===== config.mk =====
export PLATFORM = sky130hd
export DESIGN_NAME = aht10_ctrl
export DESIGN_NICKNAME = d
export VERILOG_FILES = /design/src/rtl/aht10_ctrl_pkg.sv /design/src/rtl/aht10_ctrl.sv
export SDC_FILE = /design/constraint.sdc
export NUM_CORES = 1
export LEC_CHECK = 0
export CAP_MARGIN = 25
export CORE_UTILIZATION = 55
export DETAILED_ROUTE_END_ITERATION = 8
export PLACE_DENSITY = 0.79
export SLEW_MARGIN = 20
export SYNTH_ARGS = -nofsm -noshare
export SYNTH_HDL_FRONTEND = slang
export SYNTH_SLANG_ARGS = --single-unit

===== constraint.sdc =====
create_clock -name clk -period 3.2 [get_ports clk]
set_input_delay 0.48 -clock clk [delete_from_list [all_inputs] [get_ports clk]]
set_output_delay 0.48 -clock clk [all_outputs]
set_load 0.05 [all_outputs]

===== src/rtl/aht10_ctrl_pkg.sv =====
// rtl/aht10_ctrl_pkg.sv - AHT10 controller constants, state encoding and byte-sequence tables
package aht10_ctrl_pkg;

  localparam logic [3:0] CMD_START = 4'b0001;
  localparam logic [3:0] CMD_WRITE = 4'b0010;
  localparam logic [3:0] CMD_READ  = 4'b0100;
  localparam logic [3:0] CMD_STOP  = 4'b1000;

  localparam logic [7:0] AHT_ADDR_W    = 8'h70;
  localparam logic [7:0] AHT_ADDR_R    = 8'h71;
  localparam logic [7:0] AHT_CMD_INIT  = 8'hE1;
  localparam logic [7:0] AHT_INIT_ARG  = 8'h08;
  localparam logic [7:0] AHT_CMD_TRIG  = 8'hAC;
  localparam logic [7:0] AHT_TRIG_ARG  = 8'h33;
  localparam logic [7:0] AHT_ARG_ZERO  = 8'h00;

  localparam logic [2:0] IDX_LAST_WR = 3'd3;
  localparam logic [2:0] IDX_LAST_RD = 3'd6;

  typedef enum logic [6:0] {
    ST_PWR_WAIT  = 7'b000_0001,
    ST_INIT      = 7'b000_0010,
    ST_IDLE      = 7'b000_0100,
    ST_TRIG      = 7'b000_1000,
    ST_MEAS_WAIT = 7'b001_0000,
    ST_READ      = 7'b010_0000,
    ST_DONE      = 7'b100_0000
  } state_t;

  typedef struct packed {
    logic [3:0] cmd;
    logic [7:0] data;
  } i2c_ent_t;

  function automatic i2c_ent_t seq_entry(input state_t st, input logic [2:0] idx);
    i2c_ent_t e;
    e = '0;
    case (st)
      ST_INIT: begin
        case (idx)
          3'd0:    e = '{CMD_START | CMD_WRITE, AHT_ADDR_W};
          3'd1:    e = '{CMD_WRITE, AHT_CMD_INIT};
          3'd2:    e = '{CMD_WRITE, AHT_INIT_ARG};
          default: e = '{CMD_WRITE | CMD_STOP, AHT_ARG_ZERO};
        endcase
      end
      ST_TRIG: begin
        case (idx)
          3'd0:    e = '{CMD_START | CMD_WRITE, AHT_ADDR_W};
          3'd1:    e = '{CMD_WRITE, AHT_CMD_TRIG};
          3'd2:    e = '{CMD_WRITE, AHT_TRIG_ARG};
          default: e = '{CMD_WRITE | CMD_STOP, AHT_ARG_ZERO};
        endcase
      end
      ST_READ: begin
        if (idx == 3'd0)
          e = '{CMD_START | CMD_WRITE, AHT_ADDR_R};
        else if (idx == IDX_LAST_RD)
          e = '{CMD_READ | CMD_STOP, AHT_ARG_ZERO};
        else
          e = '{CMD_READ, AHT_ARG_ZERO};
      end
      default: e = '0;
    endcase
    return e;
  endfunction

  function automatic logic [2:0] seq_last(input state_t st);
    return (st == ST_READ) ? IDX_LAST_RD : IDX_LAST_WR;
  endfunction

endpackage


===== src/rtl/aht10_ctrl.sv =====
// rtl/aht10_ctrl.sv - AHT10 humidity/temperature sensor controller driving a byte-level I2C engine
module aht10_ctrl
  import aht10_ctrl_pkg::*;
#(
  parameter int PWR_CYC   = 2_000_000,
  parameter int MEAS_CYC  = 4_000_000,
  parameter int MAX_RETRY = 3
) (
  input  logic        clk,
  input  logic        rst_n,
  input  logic        meas_req,
  output logic        busy,
  output logic        init_done,
  output logic        data_vld,
  output logic [19:0] hum,
  output logic [19:0] temp,
  output logic        err,
  output logic        i2c_req,
  output logic [3:0]  i2c_cmd,
  output logic [7:0]  i2c_wdata,
  input  logic [7:0]  i2c_rdata,
  input  logic        i2c_done,
  input  logic        i2c_ack
);

  localparam logic [22:0] PWR_END   = 23'(PWR_CYC - 1);
  localparam logic [22:0] MEAS_END  = 23'(MEAS_CYC - 1);
  localparam logic [7:0]  RETRY_MAX = 8'(MAX_RETRY);

  state_t       r_state, w_state_n;
  logic [22:0]  r_timer;
  logic [2:0]   r_idx;
  logic [7:0]   r_retry;
  logic         r_pend;
  logic         r_nack;
  logic [5:0][7:0] r_rb;
  logic [19:0]  r_hum, r_temp;
  logic         r_data_vld, r_err, r_init_done;

  i2c_ent_t     w_ent;
  logic [2:0]   w_last_idx;
  logic         w_seq, w_req, w_bdone, w_last, w_wr, w_rd;
  logic         w_nack_mid, w_nack_end;
  logic         w_fail, w_retry_inc, w_init_ok;

  always_comb begin
    w_ent      = seq_entry(r_state, r_idx);
    w_last_idx = seq_last(r_state);
  end

  assign w_seq      = (r_state == ST_INIT) || (r_state == ST_TRIG) || (r_state == ST_READ);
  assign w_req      = w_seq && !r_pend;
  assign w_bdone    = r_pend && i2c_done;
  assign w_last     = (r_idx == w_last_idx);
  assign w_wr       = (w_ent.cmd & CMD_WRITE) != 4'd0;
  assign w_rd       = (w_ent.cmd & CMD_READ) != 4'd0;
  // A NACK mid-sequence skips to the STOP entry; the abort is reported once that entry completes.
  assign w_nack_mid = w_bdone && w_wr && !w_last && i2c_ack;
  assign w_nack_end = w_bdone && w_last && (r_nack || (w_wr && i2c_ack));

  always_ff @(posedge clk or negedge rst_n) begin
    if (!rst_n) r_state <= ST_PWR_WAIT;
    else        r_state <= w_state_n;
  end

  always_comb begin
    w_state_n   = r_state;
    w_fail      = 1'b0;
    w_retry_inc = 1'b0;
    w_init_ok   = 1'b0;
    case (r_state)
      ST_PWR_WAIT:  if (r_timer == PWR_END) w_state_n = ST_INIT;
      ST_INIT, ST_TRIG, ST_READ: begin
        if (w_bdone && w_last) begin
          if (w_nack_end) begin
            w_fail    = 1'b1;
            w_state_n = (r_state == ST_INIT) ? ST_PWR_WAIT : ST_IDLE;
          end else if (r_state == ST_INIT) begin
            w_init_ok = 1'b1;
            w_state_n = ST_IDLE;
          end else if (r_state == ST_TRIG) begin
            w_state_n = ST_MEAS_WAIT;
          end else if (!r_rb[0][7]) begin
            w_state_n = ST_DONE;
          end else if (r_retry + 8'd1 >= RETRY_MAX) begin
            w_fail    = 1'b1;
            w_state_n = ST_IDLE;
          end else begin
            w_retry_inc = 1'b1;
            w_state_n   = ST_MEAS_WAIT;
          end
        end
      end
      ST_IDLE:      if (meas_req) w_state_n = ST_TRIG;
      ST_MEAS_WAIT: if (r_timer == MEAS_END) w_state_n = ST_READ;
      ST_DONE:      w_state_n = ST_IDLE;
      default:      w_state_n = ST_PWR_WAIT;
    endcase
  end

  always_ff @(posedge clk or negedge rst_n) begin
    if (!rst_n) begin
      r_timer     <= '0;
      r_idx       <= '0;
      r_retry     <= '0;
      r_pend      <= 1'b0;
      r_nack      <= 1'b0;
      r_rb        <= '0;
      r_hum       <= '0;
      r_temp      <= '0;
      r_data_vld  <= 1'b0;
      r_err       <= 1'b0;
      r_init_done <= 1'b0;
    end else begin
      r_data_vld <= 1'b0;
      r_err      <= w_fail;
      if (w_state_n != r_state) begin
        r_timer <= '0;
        r_idx   <= '0;
        r_nack  <= 1'b0;
        r_pend  <= 1'b0;
      end else begin
        if ((r_state == ST_PWR_WAIT) || (r_state == ST_MEAS_WAIT))
          r_timer <= r_timer + 23'd1;
        if (w_req)        r_pend <= 1'b1;
        else if (w_bdone) r_pend <= 1'b0;
        if (w_nack_mid) begin
          r_nack <= 1'b1;
          r_idx  <= w_last_idx;
        end else if (w_bdone) begin
          r_idx  <= r_idx + 3'd1;
        end
      end
      // Read entries sit at indices 1..6 of the READ table and land in b0..b5.
      if (w_bdone && w_rd)
        r_rb[r_idx - 3'd1] <= i2c_rdata;
      if (w_retry_inc)               r_retry <= r_retry + 8'd1;
      else if (w_state_n == ST_IDLE) r_retry <= '0;
      if (w_init_ok)
        r_init_done <= 1'b1;
      if (r_state == ST_DONE) begin
        r_hum      <= {r_rb[1], r_rb[2], r_rb[3][7:4]};
        r_temp     <= {r_rb[3][3:0], r_rb[4], r_rb[5]};
        r_data_vld <= 1'b1;
      end
    end
  end

  assign busy      = (r_state != ST_IDLE);
  assign init_done = r_init_done;
  assign data_vld  = r_data_vld;
  assign hum       = r_hum;
  assign temp      = r_temp;
  assign err       = r_err;
  assign i2c_req   = w_req;
  assign i2c_cmd   = w_req ? w_ent.cmd  : 4'd0;
  assign i2c_wdata = w_req ? w_ent.data : 8'd0;

endmodule


Word level (Yosys, flattened, before mapping)
Cells that the tools add are included.
{"block": "totals", "reg_bits": 134, "out_inout_bits": 57}
{"block": "op_classes", "add_sub_neg": 4, "magnitude_cmp": 3, "n_eq_ne": 16, "mux": 53, "n_reduce_logical": 23}
{"cell": "one-hot mux 12 bit (3 select lines)", "n": 3}
{"cell": "2-to-1 mux 7 bit", "n": 8}
{"cell": "bitwise mux 48 bit", "n": 1}
{"cell": "2-to-1 mux 23 bit", "n": 2}
{"cell": "one-hot mux 7 bit (5 select lines)", "n": 1}
{"cell": "2-to-1 mux 8 bit", "n": 4}
{"cell": "demux 8 bit (select 3 bit)", "n": 1}
{"cell": "2-to-1 mux 1 bit", "n": 24}
{"cell": "2-to-1 mux 12 bit", "n": 2}
{"cell": "adder 23 x 1 -> 23 bit, second input constant", "n": 1}
{"cell": "equality test 23 x 21 -> 1 bit, second input constant", "n": 1}
{"cell": "equality test 23 x 22 -> 1 bit, second input constant", "n": 1}
{"cell": "2-to-1 mux 3 bit", "n": 5}
{"cell": "equality test 7 x 3 -> 1 bit, second input constant", "n": 2}
{"cell": "logical AND 1 bit", "n": 10}
{"cell": "adder 8 x 1 -> 8 bit, second input constant", "n": 1}
{"cell": "greater-or-equal comparator 8 x 2 -> 1 bit, second input constant", "n": 1}
{"cell": "equality test 7 x 1 -> 1 bit, second input constant", "n": 1}
{"cell": "equality test 7 x 2 -> 1 bit, second input constant", "n": 1}
{"cell": "equality test 7 x 4 -> 1 bit, second input constant", "n": 1}
{"cell": "equality test 7 x 5 -> 1 bit, second input constant", "n": 1}
{"cell": "equality test 7 x 6 -> 1 bit, second input constant", "n": 1}
{"cell": "equality test 7 bit, second input constant", "n": 1}
{"cell": "!= test 7 x 3 -> 1 bit, second input constant", "n": 1}
{"cell": "other kinds (17)", "n": 24}

Longest topological paths before layout
Gate-level depths: netlist of the first run.
{"block": "logic_depth", "ltp_word": 13, "depth_mapped": 9, "ltp_nobuf": 8}

Least setup slack after synthesis of the first run
OpenSTA, ideal clock, no wires.
{"block": "synth_timing", "path_type": "reg2out", "startpoint": "register r_state[6]", "endpoint": "output port i2c_wdata[1]", "arrival_time_ps": 2494, "slack_ps": 226, "stages_incl_launch_ff": 6, "path_cell_list": "dfrtp_1 -> or4_1 -> buf_2 -> nor2_1 -> nand2_1 -> nor3_1"}
{"block": "synth_between", "elab_chain_cells": 5}
{"element": "from (decl)", "line_no": "aht10_ctrl.sv:30", "rtl": "state_t r_state, w_state_n;"}
{"element": "from (signal assigned)", "line_no": "aht10_ctrl.sv:63", "rtl": "else r_state <= w_state_n;"}
{"element": "equality test 7 x 2 -> 1 bit or equality test 7 x 4 -> 1 bit (tied branches)", "line_no": "aht10_ctrl_pkg.sv:38, aht10_ctrl.sv:51"}
{"element": "logical OR 1 bit (2 in a row)", "line_no": "aht10_ctrl.sv:51", "rtl": "assign w_seq = (r_state == ST_INIT) || (r_state == ST_TRIG) || (r_state == ST_READ);"}
{"element": "logical AND 1 bit", "line_no": "aht10_ctrl.sv:52", "rtl": "assign w_req = w_seq && !r_pend;"}
{"element": "2-to-1 mux 8 bit (*)", "line_no": "aht10_ctrl.sv:157", "rtl": "assign i2c_wdata = w_req ? w_ent.data : 8'd0;"}
{"element": "to (decl)", "line_no": "aht10_ctrl.sv:20", "rtl": "output logic [7:0] i2c_wdata,"}
Mark *: on every way between the ends. The rest lies on a longest branch, timed or not.

Worst setup path in the final report of the first run
{"block": "layout_timing", "startpoint": "register r_state[5]", "endpoint": "output port i2c_wdata[5]"}
Same word-level chain as after synthesis.

==> run_results.csv, run 1 <==
group,metric,value,unit
synthesis,synth_seq_area_share,0.5356,
route,first_iter_violations,284,
clock_tree,cts.sink_count,127,
route,antenna_left,0,
finish,nets,690,
floorplan,start_util,0.5698,
synthesis,yosysMostFrequentCell,"nand2_1",
sta,setup_viol,0,
setup_path,crit_path_max_fanout,11,
job,max_cap_violations,0,
synthesis,syn_area,0.005936,mm²
synthesis,synth_compound_area_frac,0.06134,
global_routing,grt_overflow,0,
sta,period_share,0.9399,
floorplan,core-area,0.01042,mm²
synthesis,synth-xor-area-share,0.03246,
synthesis,synth-simple-area-share,0.2441,
setup_path,critical_path_required,2.72,ns
synthesis,synth_seq_cells,127,
synthesis,synthAdderAreaFrac,0.01686,
synthesis,synth_mux_area_frac,0.08326,
global_routing,grt_pass1_vias,4809,
synthesis,avgSynthCellArea,10.08,µm²
synthesis,yosys_warnings,0,
synthesis,ys_types,60,
sta,rsz0062_at_grt,"false",
clock_tree,numCtsBuffers,17,
synthesis,async_flop_share,1.000,
power_and_ir_drop,power.density,476.5,mW/mm²
setup_path,critPathArrivalTime,2.53,ns
finish,drive_above_1_share,0.1804,
sta,fin_skew,0.007410,ns
place,place.gp.congestion,0.8948,
clock_tree,clock_path_buffers,2,
clock_tree,holdBufCountCts,0,
sta,slew_headroom,0.4966,
sta,final.setup.tns,0,ns
outcome,status,"finished clean",
setup_path,startpoint_type,"flip-flop",
synthesis,synth.area.top_cells,"dfrtp_1, nand2_1, mux2_2",
power_and_ir_drop,finalPower,3.558,mW
floorplan,dieArea,0.01121,mm²
finish,area_growth,25.78,%
clock_tree,clkSlewWorstSetupHoldPaths,0.06,ns
clock_tree,cts_root_buffer,"clkbuf_8",
finish,antennaDiodeCount,0,
sta,final.min_clock_period,3.008,ns
global_routing,grt_max_degree,58,
setup_path,setup.worst_path.end_class,"primary output",
clock_tree,cts_tree,"yes",
route,route.detailed.drc,0,
synthesis,yosys-top-cells-count,"nand2_1, dfrtp_1, nor2_1",
min_path,hold_path_class,"in -> async",
clock_tree,clk-insertion-delay-late,0.53,ns
power_and_ir_drop,p_leak,3.620,nW
synthesis,synth_top_family_by_area,"simple AND/OR/NAND/NOR gates",
setup_path,critPathKind,"reg -> out",
synthesis,netlist_instances,589,
floorplan,row_count,37,
floorplan,die_h,105.9,µm
route,first_pass_iters,5,
route,via_count,4701,
floorplan,io_pins,70,
sta,worst_slew_pin_slew,0.7552,ns
synthesis,synth_edf_count,0,
global_routing,antenna_found_initial,0,
sta,hold_viol_final,0,
route,viasPerCell,5.747,
place,portBuffers,69,
synthesis,synth_top_area_share,0.5312,
floorplan,die_x,105.9,µm
place,dp_hpwl,9436,µm
global_routing,grt_use_total,0.2804,
clock_tree,h-tree-depth,4,
route,wl,14250,µm
synthesis,synthFlopType,"dfrtp_1",
global_routing,grt_first_pass_wirelength,24080,µm
route,wire_per_inst,17.42,µm
synthesis,synth_area_leader_cell,"dfrtp_1",
sta,max_freq,332.5,MHz
sta,maxSlewViolCount,0,
power_and_ir_drop,peakVddDrop,381.1,µV
synthesis,syn_nets,610,
critical path: stages (launching register included):
cell     delay (ns)
dfrtp_1        0.52
or3b_2         0.56
a21oi_1        0.26
nand2_1        0.17
a31oi_1        0.31
buf_12         0.18
cells by family (layout without fill, tap and decap cells):
group                    Yosys count  in the layout
AND/OR/NAND/NOR                  302            302
flip-flops                       127            127
AO/OA/AOI/OAI                     54             54
multiplexers                      44             44
buffers and inverters             32            125
XOR/XNOR                          22             22
adder cells (fa/ha/maj)            8              8
layout by cell type (no fill, tap or decap), types with 3 or more instances in the layout:
cell	instances
xor2_1	12
inv_6	4
a21oi_1	15
nor3_2	3
a21o_1	6
nor3_1	8
or3_1	7
clkbuf_16	16
ha_1	8
nor2_1	44
inv_1	10
o21ai_0	11
mux2_2	43
nor4_1	3
clkinv_2	3
or2_2	3
nor2b_1	6
and2_1	11
nand2b_1	3
buf_4	18
and4_1	5
nand3_1	10
dfrtp_1	126
nand4_1	11
clkdlybuf4s50_1	54
o31ai_1	3
and3_1	8
nand2_1	157
clkinv_4	3
xnor2_1	10
buf_12	10
per-layer routing:
metal,global-route usage,up-vias,wire (µm)
met3,0.07236,27,809
met1,0.3472,2352,5945
li1,-,2163,-
met2,0.4734,159,7200
met5,0,-,0
met4,0.1032,0,294
final timing paths:
path | startpoint | to | slack, ns | depth (start not counted)
max reg2reg | r_state[6]$_DFF_PN0_ | r_timer[15]$_DFFE_PN0P_ | 0.54 | 7
min in group clk | r_rb[22]$_DFFE_PN0P_ | hum[10]$_DFFE_PN0P_ | 0.47 | 2
max | r_state[5]$_DFF_PN0_ | i2c_wdata[5] | 0.19 | 5
max in group asynchronous | rst_n | r_rb[21]$_DFFE_PN0P_ | 2.39 | 2
min reg2reg | r_rb[22]$_DFFE_PN0P_ | hum[10]$_DFFE_PN0P_ | 0.47 | 2
min | rst_n | r_idx[1]$_DFFE_PN0P_ | 0.02 | 1
area by class of cell:
class	instances	area (µm²)
clock buffers	18	427.9
repair buffers	83	884.6
inverters	10	37.54
clock inverters	14	155.1
flip-flops and latches	127	3179
multi-input cells	430	2611
well taps	136	170.2
fillers	761	2950
state kept, by name, summed over array words and instances (netlist names):
| name | count |
|---|---|
| r_rb | 41 |
| err | 1 |
| r_state | 7 |
| data_vld | 1 |
| temp | 20 |
| r_retry | 8 |
| hum | 20 |
| r_idx | 3 |
| r_pend | 1 |
| r_nack | 1 |
| init_done | 1 |
| r_timer | 23 |
where the power goes:
group / leakage, nW / total, mW / switching [mW] / internal, mW
clock network: 0.288 / 1.89 / 0.747 / 1.14
logic: 1.57 / 0.0623 / 0.0444 / 0.0179
registers: 1.76 / 1.61 / 0 / 1.61
per-stage QoR:
step                      utilization  area [µm²]  hold slack (ns)  setup slack, ns  cells
after global routing           0.7168        7466          0.06860          0.09668    818
after CTS                      0.7159        7457          0.04564          0.07224    818
after global placement         0.6598        6873           0.4431           0.4288    786
after detailed placement       0.6598        6873           0.4509           0.4324    786
final                          0.7168        7466          0.02165           0.1924    818
after floorplan                     -        5936           0.1844           0.2258    589
repair_timing:
item / CTS / global route
setup endpoints to repair: 2 / 1
buffers inserted: 0 / 0
gates resized for setup: 2 / 2
Power figures use the tool's default switching activity.
==> inputs of run 2 (changes only) <==
--- a/config.mk
+++ b/config.mk
@@ -7,8 +7,9 @@
 export LEC_CHECK = 0
 export CAP_MARGIN = 25
 export CORE_UTILIZATION = 55
+export CTS_CLUSTER_SIZE = 16
 export DETAILED_ROUTE_END_ITERATION = 8
-export PLACE_DENSITY = 0.79
+export PLACE_DENSITY = 0.89
 export SLEW_MARGIN = 20
 export SYNTH_ARGS = -nofsm -noshare
 export SYNTH_HDL_FRONTEND = slang
==> run 2 against run 1 <==
- non-clock buffer count shrank 1
- design area shrank 0.15%
- sequential share of layout area grew 0.064 points
- cell count shrank 0.12%
- utilization shrank 0.11 points
- total power grew 0.40%
- global-route usage shrank 0.45 points
- clock skew grew 0.00091 ns
- critical endpoint unchanged
==> run_results.csv, run 2 (synthesis gave the netlist of run 1 again) <==
group,metric,value,unit
clock_tree,h-tree-depth,4,
global_routing,met1_usage,0.3468,
sta,period_share,0.9853,
finish,antennaDiodeCount,0,
place,placed_cells_incl_taps,784,
clock_tree,cts.sink_count,127,
floorplan,core-area,0.01042,mm²
sta,maxSlewViolCount,0,
route,antenna_left,0,
outcome,status,"finished clean",
route,wl,14270,µm
global_routing,gr-usage-met3,0.08782,
finish,area_growth,25.59,%
setup_path,setup.worst_path.end_class,"primary output",
clock_tree,clock_path_buffers,2,
global_routing,antenna_found_initial,0,
setup_path,r2r_cells,6,
setup_path,rrSetupSlack,0.36,ns
global_routing,grt_use_total,0.2758,
floorplan,dieArea,0.01121,mm²
finish,regMostFlops,"r_rb",
finish,nets,689,
finish,fin_util,0.7157,
power_and_ir_drop,p_leak,3.607,nW
place,place.gp.congestion,0.9071,
sta,max_freq,317.2,MHz
setup_path,critPathArrivalTime,2.67,ns
global_routing,met2_usage,0.4388,
setup_path,critPathKind,"reg -> out",
place,portBuffers,69,
power_and_ir_drop,peakVddDrop,418.8,µV
clock_tree,clk-insertion-delay-late,0.53,ns
global_routing,grt_overflow,0,
sta,hold_viol_final,0,
job,max_cap_violations,0,
setup_path,crit_path_max_fanout,8,
finish,drive_above_1_share,0.1762,
clock_tree,cts_tree,"yes",
clock_tree,cts_root_buffer,"clkbuf_8",
finish,fin_area,0.007455,mm²
floorplan,die_x,105.9,µm
finish,fill_cells,692,
route,viasPerCell,5.837,
finish,top_regs,"r_rb x41, r_timer x23",
sta,slew_headroom,0.4980,
route,wire_per_inst,17.47,µm
route,first_iter_violations,258,
finish,largest_reg_flops,41,
place,dpl_cell_area,0.006860,mm²
power_and_ir_drop,finalPower,3.572,mW
sta,worst_slew_pin_slew,0.7432,ns
floorplan,die_h,105.9,µm
sta,rsz0062_at_grt,"true",
setup_path,startpoint_type,"flip-flop",
setup_path,critical_path_required,2.72,ns
floorplan,io_pins,70,
route,first_pass_iters,5,
route,via_count,4769,
power_and_ir_drop,power.density,479.1,mW/mm²
sta,final.min_clock_period,3.153,ns
route,route.detailed.drc,0,
global_routing,grt_pass1_vias,4766,
finish,finalNonFillerCells,817,
global_routing,top_usage_layer,"met2",
sta,setup_viol,0,
sta,fin_skew,0.008322,ns
place,dp_hpwl,9290,µm
floorplan,start_util,0.5698,
finish,final_common_cell,"nand2_1",
floorplan,row_count,37,
sta,final.setup.tns,0,ns
clock_tree,clkSlewWorstSetupHoldPaths,0.06,ns
global_routing,grt_first_pass_wirelength,23620,µm
global_routing,grt_max_degree,58,
finish,final_cell_mix,"nand2_1, dfrtp_1, clkdlybuf4s50_1, nor2_1, mux2_2",
clock_tree,numCtsBuffers,17,
min_path,hold_path_class,"in -> async",
-- run 2: cell count changes in the layout (fill, tap and decap cells not counted), sizes merged --
cell         previous run  this run
buf                    28        25
clkinv                  6         3
clkinvlp                1         2
dlygate4sd3             0         1
inv                    15        18
-- run 2: power breakdown --
group / total (mW) / internal, mW / switching (mW)
logic: 0.0640 / 0.0179 / 0.0461
clock network: 1.90 / 1.13 / 0.769
registers: 1.61 / 1.61 / 0
-- run 2: final timing paths --
check                                startpoint                      to
setup / recovery           r_state[6]$_DFF_PN0_            i2c_wdata[5]
max in group asynchronous                 rst_n    r_rb[24]$_DFFE_PN0P_
setup reg to reg           r_state[6]$_DFF_PN0_  r_retry[0]$_DFFE_PN0P_
hold / removal                            rst_n           err$_DFF_PN0_
hold reg to reg            r_rb[29]$_DFFE_PN0P_      hum[1]$_DFFE_PN0P_
min in group clk           r_rb[29]$_DFFE_PN0P_      hum[1]$_DFFE_PN0P_
-- run 2: critical path: stages (launching register included) --
cell and delay, ns:
dfrtp_1 0.45, or4_1 0.70, nor2_2 0.35, o21ai_0 0.15, a31oi_1 0.31, buf_12 0.18
-- run 2: repair_timing --
action | 4_1_cts | 5_1_grt
endpoints found under the setup margin | 3 | 2
gates resized for setup | 3 | 2
setup buffers | 0 | 0
hold buffers | 1 | 0
endpoints found under the hold margin | 33 | 0
-- run 2: area by class of cell --
class	instances	area (µm²)	area share
Clock buffer	17	414.1	0.05556
Clock inverter	15	173.9	0.02333
Inverter	10	37.54	0.005035
Multi-Input combinational cell	430	2603	0.3491
Sequential cell	127	3179	0.4265
Tap cell	136	170.2	0.02283
Timing Repair Buffer	82	877.1	0.1177
-- run 2: per-layer routing --
| layer | up-vias | routed length (µm) |
|---|---|---|
| li1 | 2157 | - |
| met1 | 2372 | 5875 |
| met2 | 207 | 7021 |
| met3 | 33 | 1033 |
| met4 | 0 | 339 |
| met5 | - | 0 |
-- run 2: metrics by stage --
step,setup slack (ns),hold WS (ns)
2_1_floorplan,0.2258,0.1844
3_3_place_gp,0.3099,0.4416
3_5_place_dp,0.3011,0.4534
4_1_cts,0.02743,0.4506
5_1_grt,-0.04276,0.4840
6_report,0.04719,0.4601
==> inputs of run 3 (changes only) <==
--- a/config.mk
+++ b/config.mk
@@ -9,7 +9,7 @@
 export CORE_UTILIZATION = 55
 export CTS_CLUSTER_SIZE = 16
 export DETAILED_ROUTE_END_ITERATION = 8
-export PLACE_DENSITY = 0.89
+export PLACE_DENSITY = 0.86
 export SLEW_MARGIN = 20
 export SYNTH_ARGS = -nofsm -noshare
 export SYNTH_HDL_FRONTEND = slang
==> run 3 against run 2 <==
- combinational power is essentially flat
- register-to-register slack better by 0.04 ns
- highest routed layer unchanged
- utilization is essentially flat
- sequential share of layout area is essentially flat
==> run_results.csv, run 3 (synthesis gave the netlist of run 1 again) <==
group,metric,value,unit
outcome,status,"finished clean",
setup_path,crit_buf_inv,1,
sta,hold_viol_final,0,
power_and_ir_drop,p_leak,3.627,nW
finish,largest_reg_flops,41,
route,antenna_left,0,
route,top_layer_used,"met4",
setup_path,slowest_stage,"or4_1",
sta,fin_skew,0.007919,ns
floorplan,dieArea,0.01121,mm²
job,max_cap_violations,0,
sta,slew_headroom,0.4476,
floorplan,die_h,105.9,µm
power_and_ir_drop,sw_frac_of_total,0.2044,
finish,nets,692,
setup_path,r2r_cells,6,
route,wl,14410,µm
route,first_pass_iters,5,
sta,rsz0062_at_grt,"false",
clock_tree,clock_path_buffers,2,
route,via_count,4705,
finish,fin_area,0.007453,mm²
power_and_ir_drop,pwr-share-clk,0.536,
sta,setup_viol,0,
power_and_ir_drop,seqPwrFrac,0.446,
floorplan,start_util,0.5698,
clock_tree,h-tree-depth,4,
sta,period_share,0.9446,
place,dp_hpwl,9549,µm
power_and_ir_drop,p_sw,0.7363,mW
clock_tree,numCtsBuffers,17,
power_and_ir_drop,power.density,483.4,mW/mm²
finish,area_growth,25.57,%
setup_path,path_cells,"or4_1 > nor2_4 > o21ai_0 > a31oi_1 > buf_12",
setup_path,crit_path_max_fanout,9,
power_and_ir_drop,peakVddDrop,465.2,µV
clock_tree,clkSlewWorstSetupHoldPaths,0.06,ns
floorplan,die_x,105.9,µm
place,place.gp.congestion,0.8583,
global_routing,grt_first_pass_wirelength,24290,µm
sta,hold_slack,0.04987,ns
sta,final.min_clock_period,3.023,ns
floorplan,io_pins,70,
setup_path,critPathArrivalTime,2.54,ns
clock_tree,cts_tree,"yes",
finish,regMostFlops,"r_rb",
setup_path,r2r-start,"r_state[6]$_DFF_PN0_",
route,route.detailed.drc,0,
finish,final_common_cell,"nand2_1",
clock_tree,cts_setup_buffers,0,
finish,drive_above_1_share,0.1772,
route,first_iter_violations,283,
sta,maxSlewViolCount,0,
route,wl_met3,655,µm
setup_path,critical_path_required,2.72,ns
sta,worst_slew_pin_slew,0.8287,ns
route,met2_length,7208,µm
global_routing,grt_max_degree,67,
setup_path,critical_path.max_stage_delay,0.68,ns
route,viasPerCell,5.745,
clock_tree,cts_root_buffer,"clkbuf_8",
clock_tree,clk-insertion-delay-late,0.51,ns
global_routing,grt_pass1_vias,4918,
setup_path,crit_cells,5,
setup_path,cp_top_family,"simple AND/OR/NAND/NOR gates",
sta,final.setup.tns,0,ns
setup_path,critPathKind,"reg -> out",
setup_path,crit_start,"r_state[6]$_DFF_PN0_",
route,wl_met1,6273,µm
power_and_ir_drop,intPower,2.867,mW
finish,final_cell_mix,"nand2_1, dfrtp_1, clkdlybuf4s50_1, nor2_1, mux2_2",
setup_path,setup.worst_path.end_class,"primary output",
clock_tree,cts.sink_count,127,
global_routing,grt_use_total,0.2807,
min_path,hold_path_class,"in -> async",
finish,top_regs,"r_rb x41, r_timer x23",
floorplan,row_count,37,
finish,antennaDiodeCount,0,
floorplan,core-area,0.01042,mm²
finish,fill_cells,730,
global_routing,antenna_found_initial,0,
place,portBuffers,69,
place,dpl_cell_area,0.006865,mm²
setup_path,startpoint_type,"flip-flop",
global_routing,grt_overflow,0,
power_and_ir_drop,power_frac_comb,0.018,
sta,max_freq,330.8,MHz
route,wire_per_inst,17.59,µm
==> run 3: changes by cell type in the layout (fill, tap and decap cells not counted), moves of 2 or more <==
cell,before,now
buf_12,10,8
buf_4,15,21
clkbuf_8,1,4
clkinv_2,0,4
clkinv_4,3,1
inv_6,7,1
==> run 3: power by group through the flow <==
stage	Sequential, mW	Clock (mW)	Combinational, mW
after CTS	1.61	1.95	0.0660
after global routing	1.61	2.03	0.0715
after global placement	1.64	0	0.0631
after floorplan	1.64	0	0.00315
after detailed placement	1.64	0	0.0655
final	1.61	1.93	0.0637
==> run 3: through the flow <==
step | setup slack [ns] | instances | power [mW] | util
5_1_grt | 0.08589 | 819 | 3.703 | 0.7156
4_1_cts | 0.07220 | 819 | 3.622 | 0.7159
3_3_place_gp | 0.3927 | 788 | 1.698 | 0.6591
2_1_floorplan | 0.2258 | 589 | 1.639 | -
3_5_place_dp | 0.3438 | 788 | 1.701 | 0.6591
6_report | 0.1773 | 819 | 3.603 | 0.7156
==> run 3: area by class of cell <==
type	instances	area, µm²	share of cell area
Tap cell	136	170.2	0.02283
Timing Repair Buffer	85	872.1	0.1170
Clock inverter	10	135.1	0.01813
Clock buffer	21	459.2	0.06161
Multi-Input combinational cell	430	2600	0.3488
Inverter	10	37.54	0.005036
Sequential cell	127	3179	0.4266
==> run 3: repair_timing <==
| action | 4_1_cts | 5_1_grt |
|---|---|---|
| setup endpoints to repair | 2 | 1 |
| gates resized for setup | 2 | 2 |
| hold buffers | 0 | 0 |
==> run 3: final timing paths <==
path | end | slack [ns]
worst min-delay path | r_idx[2]$_DFFE_PN0P_ | 0.05
max in group asynchronous | r_rb[9]$_DFFE_PN0P_ | 2.33
worst min register to register | init_done$_DFFE_PN0P_ | 0.46
worst max register to register | r_retry[0]$_DFFE_PN0P_ | 0.40
min in group clk | init_done$_DFFE_PN0P_ | 0.46
worst max-delay path | i2c_wdata[5] | 0.18
==> run 3: per-layer routing <==
layer | track usage | vias to the layer above
met4 | 0.1111 | 0
li1 | - | 2169
met3 | 0.05442 | 23
met1 | 0.3720 | 2348
met5 | 0 | -
met2 | 0.4561 | 165
